[src/rtl/calc_key_entry.sv]
// calc_key_entry: keypad sequencer assembling operands and operator for the ALU.
// Optional macro CALC_CHAIN_EN: an operator key in SHOW chains on calc_result.
module calc_key_entry #(
  parameter int OPERAND_W  = 4,
  parameter int OPCODE_W   = 3,
  parameter int MAX_DIGITS = 2
) (
  input  logic                 clk,
  input  logic                 rst_n,
  input  logic [4:0]           key_code,
  input  logic                 key_valid,
  input  logic [7:0]           calc_result,
  output logic [OPERAND_W-1:0] operand1,
  output logic [OPERAND_W-1:0] operand2,
  output logic [OPCODE_W-1:0]  md_operator,
  output logic                 show_res,
  output logic                 err,
  output logic [2:0]           state_o
);
  typedef enum logic [2:0] {
    IDLE = 3'd0,
    OP1  = 3'd1,
    OP2  = 3'd2,
    SHOW = 3'd3,
    ERR  = 3'd4
  } state_e;

  localparam int CW = $clog2(MAX_DIGITS + 1);
  localparam int WW = OPERAND_W + 5;
  localparam logic [WW-1:0] MAXV = WW'((2 ** OPERAND_W) - 1);
  localparam logic [OPCODE_W-1:0] MD_IDLE = '1;

  state_e                state_q, state_d;
  logic [OPERAND_W-1:0]  op1_q, op1_d;
  logic [OPERAND_W-1:0]  op2_q, op2_d;
  logic [OPCODE_W-1:0]   md_q, md_d;
  logic                  show_q, show_d;
  logic                  err_q, err_d;
  logic [CW-1:0]         cnt_q, cnt_d;

  logic                  is_dig, is_op, is_eq, is_clr;
  logic                  is_un, is_dm, acc_bad, to_err;
  logic [OPCODE_W-1:0]   md_key;
  logic [OPERAND_W-1:0]  dig, acc_src;
  logic [WW-1:0]         acc;

  assign is_dig = key_valid && (key_code <= 5'd9);
  assign is_op  = key_valid && (key_code >= 5'h10) && (key_code <= 5'h16);
  assign is_eq  = key_valid && (key_code == 5'h1E);
  assign is_clr = key_valid && (key_code == 5'h1F);
  assign md_key = OPCODE_W'(key_code[2:0]);
  assign is_un  = (key_code[2:0] == 3'd5) || (key_code[2:0] == 3'd6);
  assign is_dm  = (md_q == OPCODE_W'(3)) || (md_q == OPCODE_W'(4));
  assign dig    = OPERAND_W'(key_code[3:0]);

  // Digits accumulate wide so an overflowing entry is caught, not wrapped.
  assign acc_src = (state_q == OP2) ? op2_q : op1_q;
  assign acc     = WW'(acc_src) * WW'(10) + WW'(key_code[3:0]);
  assign acc_bad = (acc > MAXV) || (cnt_q == CW'(MAX_DIGITS));

`ifdef CALC_CHAIN_EN
  logic cr_ok;
  assign cr_ok = calc_result <= 8'((2 ** OPERAND_W) - 1);
`else
  logic unused_calc;
  assign unused_calc = ^calc_result;
`endif

  always_comb begin
    state_d = state_q;
    op1_d   = op1_q;
    op2_d   = op2_q;
    md_d    = md_q;
    show_d  = show_q;
    err_d   = err_q;
    cnt_d   = cnt_q;
    to_err  = 1'b0;
    if (is_clr) begin
      state_d = IDLE;
      op1_d   = '0;
      op2_d   = '0;
      md_d    = MD_IDLE;
      show_d  = 1'b0;
      err_d   = 1'b0;
      cnt_d   = '0;
    end else begin
      unique case (state_q)
        IDLE: begin
          if (is_dig) begin
            op1_d   = dig;
            cnt_d   = CW'(1);
            state_d = OP1;
          end
        end
        OP1: begin
          if (is_dig) begin
            if (acc_bad) begin
              to_err = 1'b1;
            end else begin
              op1_d = acc[OPERAND_W-1:0];
              cnt_d = cnt_q + CW'(1);
            end
          end else if (is_op) begin
            md_d  = md_key;
            op2_d = '0;
            if (is_un) begin
              show_d  = 1'b1;
              state_d = SHOW;
            end else begin
              cnt_d   = '0;
              state_d = OP2;
            end
          end
        end
        OP2: begin
          if (is_dig) begin
            if (acc_bad) begin
              to_err = 1'b1;
            end else begin
              op2_d = acc[OPERAND_W-1:0];
              cnt_d = cnt_q + CW'(1);
            end
          end else if (is_op && cnt_q == '0) begin
            md_d = md_key;
            if (is_un) begin
              show_d  = 1'b1;
              state_d = SHOW;
            end
          end else if (is_eq && cnt_q != '0) begin
            if (is_dm && op2_q == '0) begin
              to_err = 1'b1;
            end else begin
              show_d  = 1'b1;
              state_d = SHOW;
            end
          end
        end
        SHOW: begin
          if (is_dig) begin
            show_d  = 1'b0;
            md_d    = MD_IDLE;
            op1_d   = dig;
            op2_d   = '0;
            cnt_d   = CW'(1);
            state_d = OP1;
          end
`ifdef CALC_CHAIN_EN
          else if (is_op) begin
            if (!cr_ok) begin
              to_err = 1'b1;
            end else begin
              op1_d = calc_result[OPERAND_W-1:0];
              md_d  = md_key;
              op2_d = '0;
              if (!is_un) begin
                cnt_d   = '0;
                show_d  = 1'b0;
                state_d = OP2;
              end
            end
          end
`endif
        end
        ERR: begin
        end
        default: state_d = IDLE;
      endcase
      if (to_err) begin
        state_d = ERR;
        err_d   = 1'b1;
        show_d  = 1'b0;
        md_d    = MD_IDLE;
      end
    end
  end

  always_ff @(posedge clk or negedge rst_n) begin
    if (!rst_n) begin
      state_q <= IDLE;
      op1_q   <= '0;
      op2_q   <= '0;
      md_q    <= MD_IDLE;
      show_q  <= 1'b0;
      err_q   <= 1'b0;
      cnt_q   <= '0;
    end else begin
      state_q <= state_d;
      op1_q   <= op1_d;
      op2_q   <= op2_d;
      md_q    <= md_d;
      show_q  <= show_d;
      err_q   <= err_d;
      cnt_q   <= cnt_d;
    end
  end

  assign operand1    = op1_q;
  assign operand2    = op2_q;
  assign md_operator = md_q;
  assign show_res    = show_q;
  assign err         = err_q;
  assign state_o     = state_q;
endmodule

[config.mk]
export PLATFORM = sky130hd
export DESIGN_NAME = calc_key_entry
export DESIGN_NICKNAME = d
export VERILOG_FILES = /design/src/rtl/calc_key_entry.sv
export SDC_FILE = /design/constraint.sdc
export NUM_CORES = 1
export LEC_CHECK = 0
export BUFFER_PORTS_ARGS = -buffer_cell sky130_fd_sc_hd__clkbuf_2
export CAP_MARGIN = 10
export CORE_UTILIZATION = 55
export CTS_CLUSTER_DIAMETER = 80
export CTS_CLUSTER_SIZE = 24
export DETAILED_ROUTE_END_ITERATION = 16
export GPL_TIMING_DRIVEN = 0
export HOLD_SLACK_MARGIN = 0.02
export PLACE_DENSITY = 0.82
export SETUP_SLACK_MARGIN = 0.3
export SLEW_MARGIN = 10
export SYNTH_ARGS = -nofsm -noshare
export SYNTH_HDL_FRONTEND = slang
export SYNTH_SLANG_ARGS = --single-unit
[constraint.sdc]
create_clock -name clk -period 4.4 [get_ports clk]
set_input_delay 0.88 -clock clk [delete_from_list [all_inputs] [get_ports clk]]
set_output_delay 0.88 -clock clk [all_outputs]
set_load 0.005 [all_outputs]
* Word-level counts from Yosys, hierarchy flattened
Cells that the tools add are included.
Storage, ports and cells: bits in registers 18, input bits 16, output and inout bits 16, logic and storage cells 132
Cells by class: $add $sub $neg 2, multipliers 1, magnitude comparators 4, equality and inequality tests 31, multiplexer cells 60, reductions and logical operators 27
Operators by type and width (number):
- two-way mux 3 bit | 17
- two-way mux 4 bit | 9
- != test 3 bit, second input constant | 8
- two-way mux 1 bit | 20
- != test 4 bit, second input constant | 5
- two-way mux 2 bit | 7
- == test 3 bit, second input constant | 4
- one-hot mux 3 bit (4 select lines) | 1
- one-hot mux 4 bit (3 select lines) | 1
- AND reduction 6 bit | 2
- == test 5 bit, second input constant | 2
- != test 5 x 4 -> 1 bit, second input constant | 2
- adder 8 x 4 -> 9 bit | 1
- == test 3 x 2 -> 1 bit, second input constant | 3
- > comparator 9 x 4 -> 1 bit, second input constant | 1
- one-hot mux 3 bit (3 select lines) | 1
- logical AND 1 bit | 8
- one-hot mux 4 bit (2 select lines) | 1
- AND reduction 8 bit | 1
- nonzero test 4 bit | 2
- multiplier 4 x 3 -> 7 bit, second input constant | 1
- AND reduction 7 bit | 1
- one-hot mux 2 bit (3 select lines) | 1
- greater-or-equal comparator 5 bit, second input constant | 1
- 22 further kinds | 25

* Depth between registers and ports, before layout
Gate-level depths: netlist of the first run.
depth in word-level cells 12, gate-level depth with buffers 15, mapped depth without buffers 14

* Worst setup path after synthesis of the first run
No wires, ideal clock.
path kind register to register, start register state_q[0], in the netlist state_o[0], end register op1_q[0], in the netlist operand1[0], setup time 0.125 ns, arrival 3.268 ns, required time 4.275 ns, setup slack 1.007 ns, cell stages (with the launch flop) 16, path buffers 1, clock period less this slack 3.393 ns, path through dfrtp_1 > clkbuf_1 > nand2b_1 > nor2_1 > nand2_1 > nand2_1 > ha_1 > ha_1 > inv_1 > fa_1 > nor3b_1 > o21ai_0 > or2_4 > nand2b_2 > a31oi_4 > mux2_4
Between the ends: cells in the longest elaborated chain, start to end 8, elaborated cells on any way between the ends 17, classes of those cells 1 x add/sub; 1 x mul; 1 x order compare; 6 x eq/ne; 3 x mux; 5 x reduce/logical
Ends and longest elaborated chain:
- start: declaration | RTL line 33 | state_e state_q, state_d;
- start signal: assignment | RTL line 187 | state_q <= state_d;
- == test 3 x 2 -> 1 bit | RTL line 57 | assign acc_src = (state_q == OP2) ? op2_q : op1_q;
- two-way mux 4 bit | RTL line 57
- multiplier 4 x 3 -> 7 bit | RTL line 58 | assign acc = WW'(acc_src) * WW'(10) + WW'(key_code[3:0]);
- adder 8 x 4 -> 9 bit | RTL line 58
- > comparator 9 x 4 -> 1 bit | RTL line 59 | assign acc_bad = (acc > MAXV) || (cnt_q == CW'(MAX_DIGITS));
- logical OR 1 bit | RTL line 59
- != test 3 bit (no line)
- AND reduction 4 bit (no line)
- end signal: assignment | RTL line 188 | op1_q <= op1_d;
- end: declaration | RTL line 34 | logic [OPERAND_W-1:0] op1_q, op1_d;
Several ways; a longest one is shown, not always the timed one. A chain may end at the register's enable or synchronous reset.

* Worst setup path in the final report of the first run
start register state_q[2], in the netlist state_o[2], end register state_q[1], in the netlist state_o[1]
Between the ends: cells in the longest elaborated chain, start to end 12, elaborated cells on any way between the ends 28, classes of those cells 1 x add/sub; 1 x mul; 1 x order compare; 12 x eq/ne; 9 x mux; 4 x reduce/logical
Ends and longest elaborated chain:
- == test 3 x 2 -> 1 bit | RTL line 57, 87
- two-way mux 4 bit | RTL line 57
- multiplier 4 x 3 -> 7 bit | RTL line 58
- adder 8 x 4 -> 9 bit | RTL line 58
- > comparator 9 x 4 -> 1 bit | RTL line 59
- logical OR 1 bit | RTL line 59
- two-way mux 1 bit | RTL line 97, 117
- two-way mux 1 bit, on equally long branches | RTL line 116, 96
- one-hot mux 1 bit (2 select lines) | RTL line 87 | unique case (state_q)
- two-way mux 1 bit | RTL line 78 | if (is_clr) begin
- != test 5 x 4 -> 1 bit (no line) (tied with other cells)
- AND reduction 8 bit (no line) / two-way mux 3 bit (equally long branches)
Several ways; a longest one is shown, not always the timed one. The select of a mux whose other input is x is not followed.

==> results of run 1 <==
cell type report:
class,count,area (um2)
Timing Repair Buffer,23,115.1
Buffer,7,31.28
Inverter,7,26.28
Fill cell,220,823.3
Clock buffer,4,26.28
Sequential cell,18,454.2
Multi-Input combinational cell,143,1031
Tap cell,30,37.54
synth_stat cells (2+ instances only):
master	number
sky130_fd_sc_hd__clkbuf_1	5
sky130_fd_sc_hd__and2_1	3
sky130_fd_sc_hd__dfrtp_1	15
sky130_fd_sc_hd__buf_2	2
sky130_fd_sc_hd__inv_1	7
sky130_fd_sc_hd__ha_1	9
sky130_fd_sc_hd__mux2i_1	8
sky130_fd_sc_hd__and3b_1	2
sky130_fd_sc_hd__nand3_1	8
sky130_fd_sc_hd__o31ai_1	2
sky130_fd_sc_hd__dfstp_2	3
sky130_fd_sc_hd__and3_1	2
sky130_fd_sc_hd__nand2b_1	4
sky130_fd_sc_hd__xnor2_1	2
sky130_fd_sc_hd__nand2_1	24
sky130_fd_sc_hd__o2111ai_1	2
sky130_fd_sc_hd__a21boi_0	3
sky130_fd_sc_hd__o22a_1	3
sky130_fd_sc_hd__nand4_1	2
sky130_fd_sc_hd__a211oi_1	4
sky130_fd_sc_hd__fa_1	2
sky130_fd_sc_hd__mux2_4	4
sky130_fd_sc_hd__nor3b_1	2
sky130_fd_sc_hd__nor2_1	16
sky130_fd_sc_hd__o21ai_0	10
sky130_fd_sc_hd__a21oi_1	5
where the power goes:
group          internal (mW)  switching [mW]
Clock                 0.0354          0.0516
Sequential             0.252          0.0657
Combinational          0.428           0.507
Total                  0.715           0.624
through the flow:
step                      total power [mW]  cells  util, %  hold slack (ps)  cell area, um2
final                                1.339    232    67.65            501.5            1722
after global routing                 1.475    232    67.65            541.0            1722
after CTS                            1.334    232    67.26            508.5            1712
after detailed placement             1.241    228    66.22            484.1            1685
after global placement               1.208    228    66.22            476.8            1685
after floorplan                      1.007    175        -            487.3            1533
cell families after synthesis:
kind of cell | synth area share [%]
AOI/OAI and AO/OA | 20.57
xor gates and xnor gates | 1.715
adders and majority gates | 9.959
buffers and inverters | 3.592
DFF | 29.63
muxes | 9.878
and+or+nand+nor | 24.65
flip-flops by register name, indices dropped and copies added, names as in the netlist:
name         cells
operand1         4
operand2         4
md_operator      3
state_o          3
cnt_q            2
err              1
show_res         1
critical path, stage by stage, from the launching register on:
cell and delay, ps:
sky130_fd_sc_hd__dfrtp_1 480, sky130_fd_sc_hd__or3b_1 360, sky130_fd_sc_hd__buf_2 190, sky130_fd_sc_hd__mux2i_1 250, sky130_fd_sc_hd__inv_1 80, sky130_fd_sc_hd__ha_1 280, sky130_fd_sc_hd__ha_1 160, sky130_fd_sc_hd__inv_1 60
sky130_fd_sc_hd__fa_1 480, sky130_fd_sc_hd__nor3b_1 250, sky130_fd_sc_hd__o211ai_1 170, sky130_fd_sc_hd__o21ai_0 400, sky130_fd_sc_hd__nand2_1 160, sky130_fd_sc_hd__o21ai_0 230, sky130_fd_sc_hd__a22o_1 180
what timing repair did:
item / in CTS / in global routing
endpoints found under the setup margin: 0 / 15
hold endpoints to repair: 0 / 0
gates resized for setup: 0 / 6
worst max path at each step:
stage / from / end / cells after the start
after floorplan: state_o[0]$_DFFE_PN0P_ / operand1[0]$_DFFE_PN0P_ / 15
after global placement: state_o[1]$_DFFE_PN0P_ / state_o[0]$_DFFE_PN0P_ / 14
after detailed placement: state_o[1]$_DFFE_PN0P_ / state_o[0]$_DFFE_PN0P_ / 14
after CTS: state_o[1]$_DFFE_PN0P_ / state_o[1]$_DFFE_PN0P_ / 15
after global routing: state_o[2]$_DFFE_PN0P_ / state_o[1]$_DFFE_PN0P_ / 14
final: state_o[2]$_DFFE_PN0P_ / state_o[1]$_DFFE_PN0P_ / 14
routing by layer:
metal	share of wire, %	routed length, um
met5	0	0
met4	1.7	60
met3	7.0	249
met2	49	1728
met1	42	1498
==> results.md, run 1 <==
- The run finished with clean final reports.
- Dividing the detail-routed via count by the number of cells gives 6.181.
- The endpoint kind of the worst setup timing path is a register.
- The count of buffers added on input and output ports is 23.
- The fraction of final layout cells with drive strength greater than 1 is 21.29%.
- The number of violations reported at the end of detailed-routing iteration 0 is 52.
- The cell count of the worst reg-to-reg path is 14.
- The number of slew-limit violations in the final report is 0.
- In the global route stage, overall resource usage came out at 27.54%.
- The clock transition at the registers of the reported paths is 100 ps.
- The worst clock skew is 5.682 ps.
- The fraction of met1 tracks used by global routing is 35.06%.
- The repair_antennas step left the layout with diodes totalling 0.
- The number of antenna violations at the first check in global routing is 0.
- Before antenna repair, the detailed router went through 4 iterations.
- The top cell types in the final layout, fill and taps aside, are 25 x sky130_fd_sc_hd__clkbuf_2, 24 x sky130_fd_sc_hd__nand2_1, 15 x sky130_fd_sc_hd__nor2_1, 15 x sky130_fd_sc_hd__dfrtp_1, 10 x sky130_fd_sc_hd__o21ai_0.
- The required time of the worst setup path is 4650 ps.
- At the end of the flow, the number of nets in the layout was 230.
- The first global-routing pass estimated 5.802 mm of wire.
- Setup repair after global routing left no endpoint under its margin.
- The routed length per placed instance is 15.25 um.
- Synthesis handed over a netlist of 175 instances.
- TritonCTS built the clock tree.
- Detailed placement finished with a half-perimeter wire length of 2.784 mm.
- The shortest period the worst path allows is 3776 ps.
- The sequential element share of the synthesized area is 29.63%.
- The total number of yosys warnings is 0.
- Counting the buffers created by CTS gives 3.
- In this run the count of I/O pins placed on the die edge is 32.
- The worst setup timing slack at the placement stage is 399.5 ps.
- The area of the mapped netlist is 0.001533 mm2.
- The post-route fraction of the period consumed by the critical path is 85.82%.
- The worst setup path is launched from a register.
- The capturing point of the worst reg2reg path is state_o[1]$_DFFE_PN0P_.
- The number of register bits inferred by synthesis is 18.
- The number of violations of the max-capacitance limit is 0.
- The power density relative to cell area is 777.8 mW/mm2.
- After layout, the worst setup slack is 623.7 ps.
- The final routed DRC violation total is 0.
- In this run, synthesis inferred 0 flip-flops with an integrated enable.
- The worst path arrival time is 4020 ps.
- The die covers 0.003002 mm2.
- The analysis attributes to cell leakage a power of 0.8153 nW.
- After global routing, the most crowded layer is met2.
- The count of hold-fix buffers inserted at cts is 0.
- The highest achievable clock rate is 264.8 MHz.
- The path class of the tightest hold or removal check is in2async.
- Setup violations remaining at the end of the flow were counted as 0.
- The total overflow left after global routing is 0.
- In this run, distinct cell masters in the synthesized netlist total 52.
- The post-CTS setup-driven buffer insertion count is 0.
- The vertical die dimension is 54.79 um.
- For met2 alone, demand over resource in global routing was 45.58%.
- Leaving out fill and tap cells, the most frequent cell in the layout is sky130_fd_sc_hd__clkbuf_2.
- The core area is 0.002545 mm2.
- The library cell occupying the most area in the post-synthesis netlist is sky130_fd_sc_hd__dfrtp_1.
- After synthesis, the largest area contributor takes up 24.49% of total cell area.
- The register-to-register setup slack is 620 ps.
- The weighted congestion at the end of routability-driven global placement is 0.9322.
- The peak supply drop is 0.5544 mV.
- The summed negative setup slack over all endpoints is 0 ps.
- The post-detailed-route count of antenna-violating nets is 0.
- The global routing usage on met3 is 3.333%.
- The H-tree level count is 1.
- The synthesized area per cell is 8.758 um2.
- The maximum number of pins on one net before global-route repair is 19.
- The longest clock path from root to sink contains 2 buffers.
- The origin of the critical flop-to-flop path is state_o[2]$_DFFE_PN0P_.
- The number of global-route vias before repair is 1,318.
- The standard-cell row count is 18.
- The number of nets in the synthesized netlist is 202.
- The root buffer cell chosen for the clock tree is sky130_fd_sc_hd__clkbuf_4.
- The layout overhead on the synthesized area is 12.33%.
- The routed wire length is 3.537 mm.
- The final-report hold violation count is 0.
- After synthesis, the cell types taking the most area are sky130_fd_sc_hd__dfrtp_1 24%, sky130_fd_sc_hd__ha_1 7.3%, sky130_fd_sc_hd__nand2_1 5.9%, sky130_fd_sc_hd__mux2i_1 5.2%, sky130_fd_sc_hd__dfstp_2 5.1%.
- The most used flip-flop cell after synthesis is sky130_fd_sc_hd__dfrtp_1.
- For the pin with the worst max-slew slack, the measured transition is 505.3 ps.
- The worst setup path is of the reg2reg kind.
- The clock reaches the later pin of the worst-skew pair after 300 ps.
- Measured against its own limit, the worst slew margin works out to 66.31%.
- The number of sinks on the clock net is 18.
- The total via count in the routed design is 1,434.
- The share of synthesized flip-flops with an asynchronous set or reset is 100.0%.
- The largest fanout on the critical path is 8.
- The die is 54.79 um wide.
- The initial cell density of the core is 60.23%.
Power figures use the tool's default switching activity.
==> run 2, diff against run 1 <==
Settings changed: ABC_AREA set to 1.
==> run 2 against run 1 <==
Synthesized cell count up 28%. Die area up 3.3%. Non-clock buffer count down 6. Critical path depth up 4. Final cell count up 22%. Utilization down 2.7 points. Via count up 10%. Highest routed layer unchanged. Sequential share of layout area down 0.80 points. Routed wire length up 2.2%.
==> results.md, run 2 <==
- Measured against the total synthesized area, the mux share comes to 0%.
- The library cells used most frequently in the layout, excluding fill and tap cells, are 51 x sky130_fd_sc_hd__nand2_1, 30 x sky130_fd_sc_hd__inv_1, 23 x sky130_fd_sc_hd__clkbuf_2.
- Global routing consumed, over all layers together, 25.40% of the routing resources.
- The xor/xnor share of the synthesized area is 0.5525%.
- In this run, CTS created clock tree buffers numbering 3.
- The number of nets in the synthesized netlist is 251.
- The number of slew-limit violations in the final report is 0.
- The number of antenna repair diodes is 0.
- Fill cells in the final layout number 242.
- The count of hold-fix buffers inserted at cts is 0.
- The number of global-route vias before repair was 1,489.
- The cell count of the worst reg-to-reg path is 18.
- The proportion of power drawn by combinational gates is 71.0%.
- The busiest metal layer after global routing is met2.
- The share of the synthesized area in compound gates (AO/OA/AOI/OAI) is 13.26%.
- The met2 global-route usage is 42.86%.
- Leaving out fill and tap cells, the most frequent cell in the layout is sky130_fd_sc_hd__nand2_1.
- The worst setup timing slack at the placement stage is 901.4 ps.
- The post-detailed-route count of antenna-violating nets is 0.
- The fraction of met1 tracks used by global routing is 31.05%.
- The synthesized area per cell is 7.077 um2.
- The number of antenna violations at the first check in global routing is 0.
- The register-to-register setup slack is 860 ps.
- The endpoint identified for the worst register-to-register timing path is state_o[1]$_DFFE_PN0P_.
- The die covers 0.003101 mm2.
- VDD sags by at most 0.5582 mV.
- The setup slack of the critical path after layout is 861.6 ps.
- Across the run, the number of max-cap violations was 0.
- The mapped netlist covers 0.001585 mm2.
- The chip width is 55.69 um.
- The initial utilization of the core area, before any placement, comes to 57.99%.
- The final-report hold violation count is 0.
- The synthesized design contains 0 enable-type register cells.
- CTS built an H-tree with a depth of 1.
- The required time of the worst setup path is 4610 ps.
- The signal on the critical path passes through inv_2 -> nand3_1 -> buf_2 -> o21ai_0 -> ha_1 -> ha_1 -> inv_1 -> fa_1 -> nor3b_1 -> nand2_1 -> nor2_1 -> nand3_2 -> nand2_2 -> nand3_1 -> nand3_1 -> nor2_1 -> nand2_1 -> nand2_1.
- The number of setup buffers added after CTS is 0.
- In the final routed layout, each cell accounts on average for 12.82 um.
- The number of register bits inferred by synthesis is 18.
- The switching power total is 0.7431 mW.
- The most used flip-flop cell after synthesis is sky130_fd_sc_hd__dfrtp_1.
- The vertical die dimension is 55.69 um.
- The cell area after layout is 0.001775 mm2.
- The sequential cells in the finished layout cover a total of 454.2 um2.
- The share of synthesized flip-flops with an asynchronous set or reset is 100.0%.
- The clock network power share is 7.6%.
- The standard cell with the maximum stage delay on the critical path is sky130_fd_sc_hd__fa_1.
- After detailed routing, the number of vias per cell comes to 5.603.
- After routing, the total negative slack on setup checks comes to 0 ps.
- Summing over every cut layer, the via total after detailed routing is 1,580.
- The analysis attributes to cell leakage a power of 0.9546 nW.
- Setup repair after global routing left no endpoint under its margin.
- In the synthesized netlist, the cells that appear most often are 51 x sky130_fd_sc_hd__nand2_1, 30 x sky130_fd_sc_hd__inv_1, 19 x sky130_fd_sc_hd__nor2_1.
- STA classifies the critical path endpoint as a register.
- After technology mapping, the gate count stands at 224.
- The final standard cell count with taps included and fillers excluded is 282.
- The number of iterations in the first detailed-routing pass is 4.
- The tightest hold path in the finished design has a slack of 489.5 ps.
- The final-stage net count is 279.
- After layout, the worst path uses 80.42% of the clock period.
- The fraction of power spent switching nets is 51.91%.
- By area the synthesized netlist is led by sky130_fd_sc_hd__dfrtp_1 24%, sky130_fd_sc_hd__nand2_1 12%, sky130_fd_sc_hd__ha_1 7.1%, sky130_fd_sc_hd__inv_1 7.1%, sky130_fd_sc_hd__nand3_1 5.7%.
- The first-pass GRT wire length is 6.203 mm.
- The number of violations reported at the end of detailed-routing iteration 0 is 71.
- The worst path arrival time is 3750 ps.
- The fraction of post-synthesis cell area in the top cell type by area is 23.68%.
- The slew of the pin with the lowest slew margin is 479.9 ps.
- The capturing element of the worst setup path is state_o[1]$_DFFE_PN0P_.
- Internal power comes to 0.6883 mW.
- The weighted congestion at the end of routability-driven global placement is 0.8916.
- The total cell area at the placement stage is 0.001739 mm2.
- For this run, global-route usage on met3 was measured as 4.419%.
- The power density relative to cell area is 806.2 mW/mm2.
- In the final layout, the share of cells above drive strength 1 is 23.90%.
- Counting along the longest clock path gives a buffer depth of 2.
- The end-of-flow core utilization is 64.94%.
- The type of the worst setup path is reg2reg.
- Summing all multi-input logic gate instances after layout gives 987.2 um2.
- The shortest period the worst path allows is 3538 ps.
- The maximum number of pins on one net before global-route repair is 19.
- The path class of the tightest hold or removal check is in2async.
- In this run the critical register-to-register path is launched from state_o[2]$_DFFE_PN0P_.
- The I/O pin count is 32.
- The floorplan has 19 rows.
- The share of synthesized cell area in full adder, half adder and majority cells is 9.629%.
- The critical path startpoint is state_o[2]$_DFFE_PN0P_.
- The worst slew margin relative to its limit is 67.67%.
- The flow ran to the end, and the final reports show no timing, DRC or antenna violations.
- The highest achievable clock rate is 282.6 MHz.
- The largest fanout on the critical path is 10.
- The library cell occupying the most area in the post-synthesis netlist is sky130_fd_sc_hd__dfrtp_1.
- The most common cell in the netlist is sky130_fd_sc_hd__nand2_1.
- The later pin in the worst-skew pair is clocked with a latency of 310 ps.
- For this run, design rule violations remaining after detail routing come to 0.
- The overall power is 1.431 mW.
- During synthesis, Yosys emitted a total of 0 warnings.
- In this run the tool buffered the top-level ports with 23 buffer cells.
- For this run, the register share of the synthesized area comes to 28.65%.
- The setup violation total in the final timing report is 0.
- After synthesis, the largest family of logic cells by area is simple AND/OR/NAND/NOR gates.
- The layout overhead on the synthesized area is 12.00%.
- The proportion of power drawn by flip-flops and latches is 21.3%.
- The number of sinks on the clock net is 18.
- The total overflow reported by the global router is 0.
- The worst setup path is launched from a register.
- The core area is 0.002734 mm2.
- The routed wire length is 3.616 mm.
- The worst clock skew is 5.615 ps.
- In this run the clock root is driven by a sky130_fd_sc_hd__clkbuf_4.
- The HPWL after detailed placement is 2.875 mm.
- The simple-gate share of the synthesized area is 38.83%.
- The largest single stage delay on the critical path is 490 ps.
- Clock-pin slew was measured on the worst setup and hold paths at 120 ps.
- The number of resized instances in the post-cts repair step is 0.
- TritonCTS built the clock tree.
- The count of distinct cell types in the synthesized netlist is 36.
- Once placement completed, the tool counted placed cells totaling 278.
run 2: cell count changes in the layout (fill, tap and decap cells not counted), sizes merged, moves of 4 or more:
cell	change
nand2b	-5
mux2i	-8
nand2	+36
clkbuf	-5
nor2	+7
nor3	+4
inv	+30
mux2	-5
o21ai	+10
nand3	+14
run 2: worst min-delay path by stage:
stage | from | end | slack (ps)
finish | rst_n | operand1[1]$_DFFE_PN0P_ | 490
global route | rst_n | operand2[0]$_DFFE_PN0P_ | 520
CTS | md_operator[0]$_DFFE_PN1P_ | md_operator[0]$_DFFE_PN1P_ | 500
detailed placement | md_operator[0]$_DFFE_PN1P_ | md_operator[0]$_DFFE_PN1P_ | 490
global placement | md_operator[2]$_DFFE_PN1P_ | md_operator[2]$_DFFE_PN1P_ | 480
floorplan | md_operator[2]$_DFFE_PN1P_ | md_operator[2]$_DFFE_PN1P_ | 470
run 2: final cells by class:
type,count,area share (%)
inverters,37,7.822
clock buffers,4,2.044
plain buffers,1,0.2819
multi-input cells,168,55.60
repair buffers,23,6.483
well taps,31,2.185
flip-flops and latches,18,25.58
run 2: cell families after synthesis:
group / count (synthesis)
AND/OR/NAND/NOR: 121
buffers and inverters: 38
AO/OA/AOI/OAI: 35
flip-flops: 18
adder cells (fa/ha/maj): 11
XOR/XNOR: 1
run 2: power by group through the flow:
| stage | Combinational (mW) | Sequential (mW) | Clock, mW |
|---|---|---|---|
| after floorplan | 0.769 | 0.309 | 0 |
| after global placement | 0.992 | 0.308 | 0 |
| after CTS | 1.02 | 0.306 | 0.109 |
| after detailed placement | 1.00 | 0.310 | 0 |
| after global routing | 1.16 | 0.313 | 0.119 |
| final | 1.02 | 0.305 | 0.109 |
run 2: critical path, delay by kind of cell (launching register included):
| family | cells | cell delay (ps) |
|---|---|---|
| AO/OA/AOI/OAI | 1 | 420 |
| adder cells (fa/ha/maj) | 3 | 850 |
| buffers and inverters | 3 | 440 |
| flip-flops | 1 | 450 |
| AND/OR/NAND/NOR | 11 | 1260 |
run 2: per-layer routing:
layer / vias to the layer above / wire [um]
li1: 788 / -
met1: 724 / 1641
met2: 54 / 1694
met3: 14 / 187
met4: 0 / 93
met5: - / 0
